[config.mk]
export PLATFORM = sky130hd
export DESIGN_NAME = prog_loader
export DESIGN_NICKNAME = d
export VERILOG_FILES = /design/src/rtl/prog_loader_pkg.sv /design/src/rtl/uart_rx.sv /design/src/rtl/prog_loader.sv
export SDC_FILE = /design/constraint.sdc
export NUM_CORES = 1
export LEC_CHECK = 0
export ABC_AREA = 1
export BUFFER_PORTS_ARGS = -buffer_cell sky130_fd_sc_hd__buf_2
export CAP_MARGIN = 20
export CORE_AREA = 2 2 108 110
export CTS_BUF_LIST = sky130_fd_sc_hd__clkbuf_2 sky130_fd_sc_hd__clkbuf_4 sky130_fd_sc_hd__clkbuf_8
export DETAILED_ROUTE_END_ITERATION = 8
export DIE_AREA = 0 0 110 112
export HOLD_SLACK_MARGIN = 0.12
export PLACE_DENSITY = 0.81
export SKIP_CTS_REPAIR_TIMING = 1
export SYNTH_ARGS = -nofsm -noshare
export SYNTH_HDL_FRONTEND = slang
export SYNTH_SLANG_ARGS = --single-unit
[constraint.sdc]
create_clock -name clk -period 1.9 [get_ports clk]
set_input_delay 0.38 -clock clk [delete_from_list [all_inputs] [get_ports clk]]
set_output_delay 0.38 -clock clk [all_outputs]
set_load 0.02 [all_outputs]
[src/rtl/prog_loader_pkg.sv]
// ---------------------------------------------------------------------------
// prog_loader_pkg
//   Shared types and constants for the UART program loader.
//   - state_t    : loader FSM states
//   - rx_state_t : UART receiver states
//   - DATA_W     : width of a loaded memory word
//   - CNT_W      : width of the word count N and the word index i
// ---------------------------------------------------------------------------
package prog_loader_pkg;

  localparam int DATA_W = 32;
  localparam int CNT_W  = 16;

  typedef enum logic [2:0] {
    IDLE  = 3'd0,
    HDR0  = 3'd1,
    HDR1  = 3'd2,
    DATA  = 3'd3,
    WRITE = 3'd4,
    RUN   = 3'd5,
    ERR   = 3'd6
  } state_t;

  typedef enum logic [1:0] {
    RX_IDLE  = 2'd0,
    RX_START = 2'd1,
    RX_DATA  = 2'd2,
    RX_STOP  = 2'd3
  } rx_state_t;

endpackage

[src/rtl/uart_rx.sv]
// ---------------------------------------------------------------------------
// uart_rx
//   8N1 UART receiver, LSB first, idle high. Expects an already
//   synchronized serial input.
//   Ports:
//     clk        : clock, rising edge
//     reset_n    : asynchronous active-low reset
//     rxd        : synchronized serial input
//     byte_out   : last received byte
//     byte_valid : one-cycle pulse, byte_out valid (stop bit sampled high)
//     frame_err  : one-cycle pulse, stop bit sampled low (no byte_valid)
// ---------------------------------------------------------------------------
module uart_rx
  import prog_loader_pkg::*;
#(
  parameter int CLKS_PER_BIT = 868
) (
  input  logic       clk,
  input  logic       reset_n,
  input  logic       rxd,
  output logic [7:0] byte_out,
  output logic       byte_valid,
  output logic       frame_err
);

  localparam int CW = $clog2(CLKS_PER_BIT + 1);
  localparam logic [CW-1:0] FULL_CNT = CW'(CLKS_PER_BIT - 1);
  // Start bit is rechecked half a bit after the falling edge.
  localparam logic [CW-1:0] HALF_CNT = CW'(CLKS_PER_BIT / 2 - 1);

  rx_state_t     state_q, state_d;
  logic [CW-1:0] cnt_q, cnt_d;
  logic [2:0]    bit_q, bit_d;
  logic [7:0]    shift_q, shift_d;
  logic          prev_q, prev_d;
  logic          valid_q, valid_d;
  logic          ferr_q, ferr_d;

  always_ff @(posedge clk or negedge reset_n) begin
    if (!reset_n) begin
      state_q <= RX_IDLE;
      cnt_q   <= '0;
      bit_q   <= '0;
      shift_q <= '0;
      prev_q  <= 1'b1;
      valid_q <= 1'b0;
      ferr_q  <= 1'b0;
    end else begin
      state_q <= state_d;
      cnt_q   <= cnt_d;
      bit_q   <= bit_d;
      shift_q <= shift_d;
      prev_q  <= prev_d;
      valid_q <= valid_d;
      ferr_q  <= ferr_d;
    end
  end

  always_comb begin
    state_d = state_q;
    cnt_d   = cnt_q;
    bit_d   = bit_q;
    shift_d = shift_q;
    prev_d  = rxd;
    valid_d = 1'b0;
    ferr_d  = 1'b0;
    case (state_q)
      RX_IDLE: begin
        if (prev_q && !rxd) begin
          state_d = RX_START;
          cnt_d   = '0;
        end
      end
      RX_START: begin
        if (cnt_q == HALF_CNT) begin
          cnt_d = '0;
          bit_d = '0;
          // A line that is high again at mid-start-bit was a glitch.
          state_d = rxd ? RX_IDLE : RX_DATA;
        end else begin
          cnt_d = cnt_q + 1'b1;
        end
      end
      RX_DATA: begin
        if (cnt_q == FULL_CNT) begin
          cnt_d   = '0;
          shift_d = {rxd, shift_q[7:1]};
          if (bit_q == 3'd7) begin
            state_d = RX_STOP;
          end else begin
            bit_d = bit_q + 1'b1;
          end
        end else begin
          cnt_d = cnt_q + 1'b1;
        end
      end
      RX_STOP: begin
        if (cnt_q == FULL_CNT) begin
          cnt_d   = '0;
          state_d = RX_IDLE;
          valid_d = rxd;
          ferr_d  = !rxd;
        end else begin
          cnt_d = cnt_q + 1'b1;
        end
      end
      default: state_d = RX_IDLE;
    endcase
  end

  assign byte_out   = shift_q;
  assign byte_valid = valid_q;
  assign frame_err  = ferr_q;

endmodule

[src/rtl/prog_loader.sv]
// ---------------------------------------------------------------------------
// prog_loader
//   Receives a program over UART and writes it into data memory while
//   holding the cpu in reset. Stream after a start pulse:
//     N[7:0], N[15:8], then N little-endian 32-bit words.
//   Word i is written to BASE_ADDR + 4*i; after the last word the cpu is
//   released. A stop-bit framing error aborts the load into ERR.
//   Ports:
//     clk           : clock, rising edge
//     reset_n       : asynchronous active-low reset
//     start         : one-cycle pulse, (re)starts a load
//     uart_rxd      : UART serial input (asynchronous)
//     Ext_MemWrite  : one-cycle memory write strobe
//     Ext_WriteData : memory write data (holds last value)
//     Ext_DataAdr   : memory write byte address (holds last value)
//     cpu_reset     : hold cpu in reset (low only while running)
//     load_done     : program loaded and running
//     load_err      : framing error seen, cleared by next start
// ---------------------------------------------------------------------------
module prog_loader
  import prog_loader_pkg::*;
#(
  parameter int                CLKS_PER_BIT = 868,
  parameter logic [DATA_W-1:0] BASE_ADDR    = 32'h0000_0000
) (
  input  logic              clk,
  input  logic              reset_n,
  input  logic              start,
  input  logic              uart_rxd,
  output logic              Ext_MemWrite,
  output logic [DATA_W-1:0] Ext_WriteData,
  output logic [DATA_W-1:0] Ext_DataAdr,
  output logic              cpu_reset,
  output logic              load_done,
  output logic              load_err
);

  // Two-flop synchronizer, idles high like the line.
  logic rxd_meta_q, rxd_sync_q;

  always_ff @(posedge clk or negedge reset_n) begin
    if (!reset_n) begin
      rxd_meta_q <= 1'b1;
      rxd_sync_q <= 1'b1;
    end else begin
      rxd_meta_q <= uart_rxd;
      rxd_sync_q <= rxd_meta_q;
    end
  end

  logic [7:0] rx_byte;
  logic       rx_valid;
  logic       rx_ferr;

  uart_rx #(
    .CLKS_PER_BIT(CLKS_PER_BIT)
  ) u_uart_rx (
    .clk       (clk),
    .reset_n   (reset_n),
    .rxd       (rxd_sync_q),
    .byte_out  (rx_byte),
    .byte_valid(rx_valid),
    .frame_err (rx_ferr)
  );

  state_t            state_q, state_d;
  logic [CNT_W-1:0]  n_q, n_d;
  logic [CNT_W-1:0]  i_q, i_d;
  logic [1:0]        bcnt_q, bcnt_d;
  logic [DATA_W-1:0] word_q, word_d;
  logic [DATA_W-1:0] wdata_q, wdata_d;
  logic [DATA_W-1:0] addr_q, addr_d;
  logic [CNT_W-1:0]  i_inc;

  assign i_inc = i_q + CNT_W'(1);

  // State and datapath registers
  always_ff @(posedge clk or negedge reset_n) begin
    if (!reset_n) begin
      state_q <= IDLE;
      n_q     <= '0;
      i_q     <= '0;
      bcnt_q  <= '0;
      word_q  <= '0;
      wdata_q <= '0;
      addr_q  <= '0;
    end else begin
      state_q <= state_d;
      n_q     <= n_d;
      i_q     <= i_d;
      bcnt_q  <= bcnt_d;
      word_q  <= word_d;
      wdata_q <= wdata_d;
      addr_q  <= addr_d;
    end
  end

  // Next-state and datapath update
  always_comb begin
    state_d = state_q;
    n_d     = n_q;
    i_d     = i_q;
    bcnt_d  = bcnt_q;
    word_d  = word_q;
    wdata_d = wdata_q;
    addr_d  = addr_q;
    if (start) begin
      // start beats any byte arriving in the same cycle.
      state_d = HDR0;
      i_d     = '0;
      bcnt_d  = '0;
      word_d  = '0;
    end else begin
      case (state_q)
        HDR0: begin
          if (rx_ferr) begin
            state_d = ERR;
          end else if (rx_valid) begin
            n_d[7:0] = rx_byte;
            state_d  = HDR1;
          end
        end
        HDR1: begin
          if (rx_ferr) begin
            state_d = ERR;
          end else if (rx_valid) begin
            n_d[15:8] = rx_byte;
            state_d   = ({rx_byte, n_q[7:0]} == '0) ? RUN : DATA;
          end
        end
        DATA: begin
          if (rx_ferr) begin
            state_d = ERR;
            bcnt_d  = '0;
            word_d  = '0;
          end else if (rx_valid) begin
            if (bcnt_q == 2'd3) begin
              // Word complete: present it together with its address.
              wdata_d = {rx_byte, word_q[23:0]};
              addr_d  = BASE_ADDR + {{(DATA_W-CNT_W-2){1'b0}}, i_q, 2'b00};
              word_d  = '0;
              bcnt_d  = '0;
              state_d = WRITE;
            end else begin
              word_d[8*bcnt_q +: 8] = rx_byte;
              bcnt_d = bcnt_q + 1'b1;
            end
          end
        end
        WRITE: begin
          i_d     = i_inc;
          state_d = (i_inc == n_q) ? RUN : DATA;
        end
        default: state_d = state_q;
      endcase
    end
  end

  // Outputs
  always_comb begin
    Ext_MemWrite = (state_q == WRITE);
    cpu_reset    = (state_q != RUN);
    load_done    = (state_q == RUN);
    load_err     = (state_q == ERR);
  end

  assign Ext_WriteData = wdata_q;
  assign Ext_DataAdr   = addr_q;

endmodule

==> flow_metrics.tcl <==
set metrics [dict create \
    power_switching_w 0.00208 \
    final_area_sq_um 7740 \
    seq_area_frac_synth_pct 51.5 \
    gp_congestion 0.938 \
    clock-sinks 137 \
    finalSetupViolCount 0 \
    antenna_cells 0 \
    max-vdd-ir-drop_mv 0.954 \
    pwr-share-clk_pct 31.4 \
    powerDensity_nw_per_um2 881 \
    routedWlPerCell_um 14.2 \
    path_max_fanout 5 \
    rr_startpoint "i_q[1]" \
    p_leak_nw 3.83 \
    drive_gt1_share_pct 19.7 \
    drc 0 \
    areaGrowthSynthToFinish_pct 16.0 \
    clock-root-buffer "clkbuf_8" \
    cp.required_ps 1520 \
    final_cell_mix "183 x nand2_1, 128 x dfrtp_1, 105 x inv_1" \
    finalMaxSlewViolations 0 \
    maxCapViolations 0 \
    pwr-share-comb_pct 18.7 \
    drtPass1Iterations 5 \
    fill_cells 907 \
    swShare_pct 30.4 \
    fp.dieW_um 110 \
    hold_viol 0 \
    cts_htree_levels 4 \
    synth_area_per_cell_sq_um 8.27 \
    totalWireLength_um 14900 \
    period_share_pct 99.7 \
    seqPwrFrac_pct 49.9 \
    synth_cells 807 \
    cp.arrival_ps 1510 \
    startpoint_type "flip-flop" \
    die_area_sq_um 12300 \
    drt-initial-drc-count 372 \
    die_h_um 112 \
    final.setup_skew_ps 11.9 \
    rsz0062_at_grt "true" \
    num_io_pins 72 \
    synth_top_cell_by_area "dfrtp_1" \
    crit_end "load_err" \
    r2r_setup_slack_ps 70 \
    ys_types 37 \
    power.internal_w 0.00474 \
    final_util_pct 69.2 \
    synth_warnings 0 \
    vias 5640 \
    grt_pass1_vias 5354 \
    stdcell_count 1048 \
    io_buffers 55 \
    grt_start_max_net_pins 53 \
    hp-class "reg -> reg" \
    syn_area_sq_um 6670 \
    yosys_register_bits 137 \
    max_freq_mhz 528 \
    dpl.hpwl_um 10700 \
    final_common_cell "nand2_1" \
    overflow 0 \
    synthDominantCellAreaShare_pct 50.3 \
    cts_tree "yes" \
    clk_pin_slew_ps 70 \
    grt.total_usage_pct 26.3 \
    critPathLaunch "state_q[1]" \
    core_area_sq_um 11200 \
    drtAntennaViolNets 0 \
    outcome "finished, final reports clean" \
    min_period_ps 1890 \
    cts_buffers 17 \
    initial_utilization_pct 59.7 \
    antenna_found_initial 0 \
    cp-end-kind "output port" \
    reg2regPathDepth 14 \
    fin_ws_ps 5.78 \
    whs_ps 359 \
    clk_latency_ps 460 \
    cts_buffer_depth 2 \
    post-place-ws_ps 67.2 \
    rows 39 \
    placed_area_sq_um 7210 \
    final_nets 905 \
    critPathKind "reg -> out" \
    grt_pass1_wl_um 24900 \
    r2r-end "state_q[1]" \
    vias_per_cell 5.38 \
    placedCellCount 1008 \
    yosys-top-cells-area "dfrtp_1 50%, nand2_1 11%, o21ai_0 6.7%, inv_1 6.1%, nand3_1 4.6%" \
]
## worst max-delay path: stages (launching register included)
cell	delay, ps
dfrtp_2	440
inv_1	150
nor3_2	260
buf_2	220
## power by group through the flow
stage | combinational, W | sequential (W) | clock [W]
2_1_floorplan | 0.000894 | 0.00338 | 0
3_3_place_gp | 0.00119 | 0.00342 | 0
3_5_place_dp | 0.00122 | 0.00343 | 0
4_1_cts | 0.00123 | 0.00338 | 0.00218
5_1_grt | 0.00147 | 0.00344 | 0.00231
6_report | 0.00127 | 0.00341 | 0.00214
## state kept, by name, summed over array words and instances (netlist names), named ones only
signal,flops
Ext_WriteData,32
word_q,24
Ext_DataAdr,16
i_q,16
n_q,16
u_uart_rx.cnt_q,10
u_uart_rx.byte_out,8
state_q,3
u_uart_rx.bit_q,3
bcnt_q,2
rxd_meta_q,1
rxd_sync_q,1
u_uart_rx.byte_valid,1
u_uart_rx.frame_err,1
u_uart_rx.prev_q,1
u_uart_rx.state_q,1
## synth_stat cells
master / n
a21oi_1: 38
nor4_1: 6
nand3b_1: 2
o21ai_1: 8
inv_2: 2
xor2_1: 4
nand4_1: 10
xnor2_1: 1
a32o_1: 2
dfstp_2: 3
nor3_2: 1
clkbuf_1: 9
o41ai_1: 2
inv_1: 108
dfrtp_1: 134
conb_1: 1
clkinv_1: 1
nand3_1: 61
nand3_2: 2
nor4_4: 1
buf_4: 17
a211oi_1: 1
nand2_1: 190
o31ai_1: 1
buf_2: 10
nor3_1: 7
nor3_4: 1
a31oi_1: 16
o21ai_0: 89
nor2_1: 37
nand2_2: 9
ha_1: 9
mux2_2: 1
o22ai_1: 10
nor2_2: 4
o21ai_2: 4
nor2_4: 5
## layout make-up
| class | count | area, sq um | share of cell area, % |
|---|---|---|---|
| Clock buffer | 27 | 328 | 4.24 |
| Tap cell | 143 | 179 | 2.31 |
| Clock inverter | 5 | 25.0 | 0.323 |
| Inverter | 111 | 417 | 5.39 |
| Sequential cell | 137 | 3440 | 44.5 |
| Multi-Input combinational cell | 538 | 2770 | 35.8 |
| Timing Repair Buffer | 87 | 577 | 7.46 |
## kinds of logic (layout without fill, tap and decap cells)
family	Yosys count	after routing	share of synthesized area (%)
flops	137	137	51.5
simple gates	336	336	22.7
fa+ha+maj	9	9	1.69
other cells	1	16	0.0562
compound gates	171	171	13.9
buf+inv	147	230	9.42
xor+xnor	5	5	0.657
mux	1	1	0.169
## how the worst min path moves through the flow
stage | slack [ps] | depth (start not counted) | end | start
after global placement | 350 | 0 | rxd_sync_q | rxd_meta_q
after floorplan | 80 | 0 | Ext_DataAdr[10] | reset_n
after global routing | 360 | 6 | state_q[1] | start
after CTS | -120 | 1 | word_q[12] | reset_n
after detailed placement | 350 | 0 | rxd_sync_q | rxd_meta_q
final | 360 | 0 | rxd_sync_q | rxd_meta_q
## per-stage QoR
stage	setup TNS [ps]	power [W]
floorplan	0	0.00427
CTS	-525	0.00678
global placement	0	0.00461
global route	-311	0.00721
finish	0	0.00682
detailed placement	0	0.00465
## metal layers
layer | vias to the layer above | global-route usage (%) | share of wire (%)
met4 | 0 | 10.5 | 2.2
met5 | - | 0 | 0
met2 | 158 | 41.1 | 49
met3 | 33 | 6.97 | 5.8
met1 | 2662 | 34.8 | 43
li1 | 2787 | - | -
No activity file was read; power rests on OpenSTA's default activity.
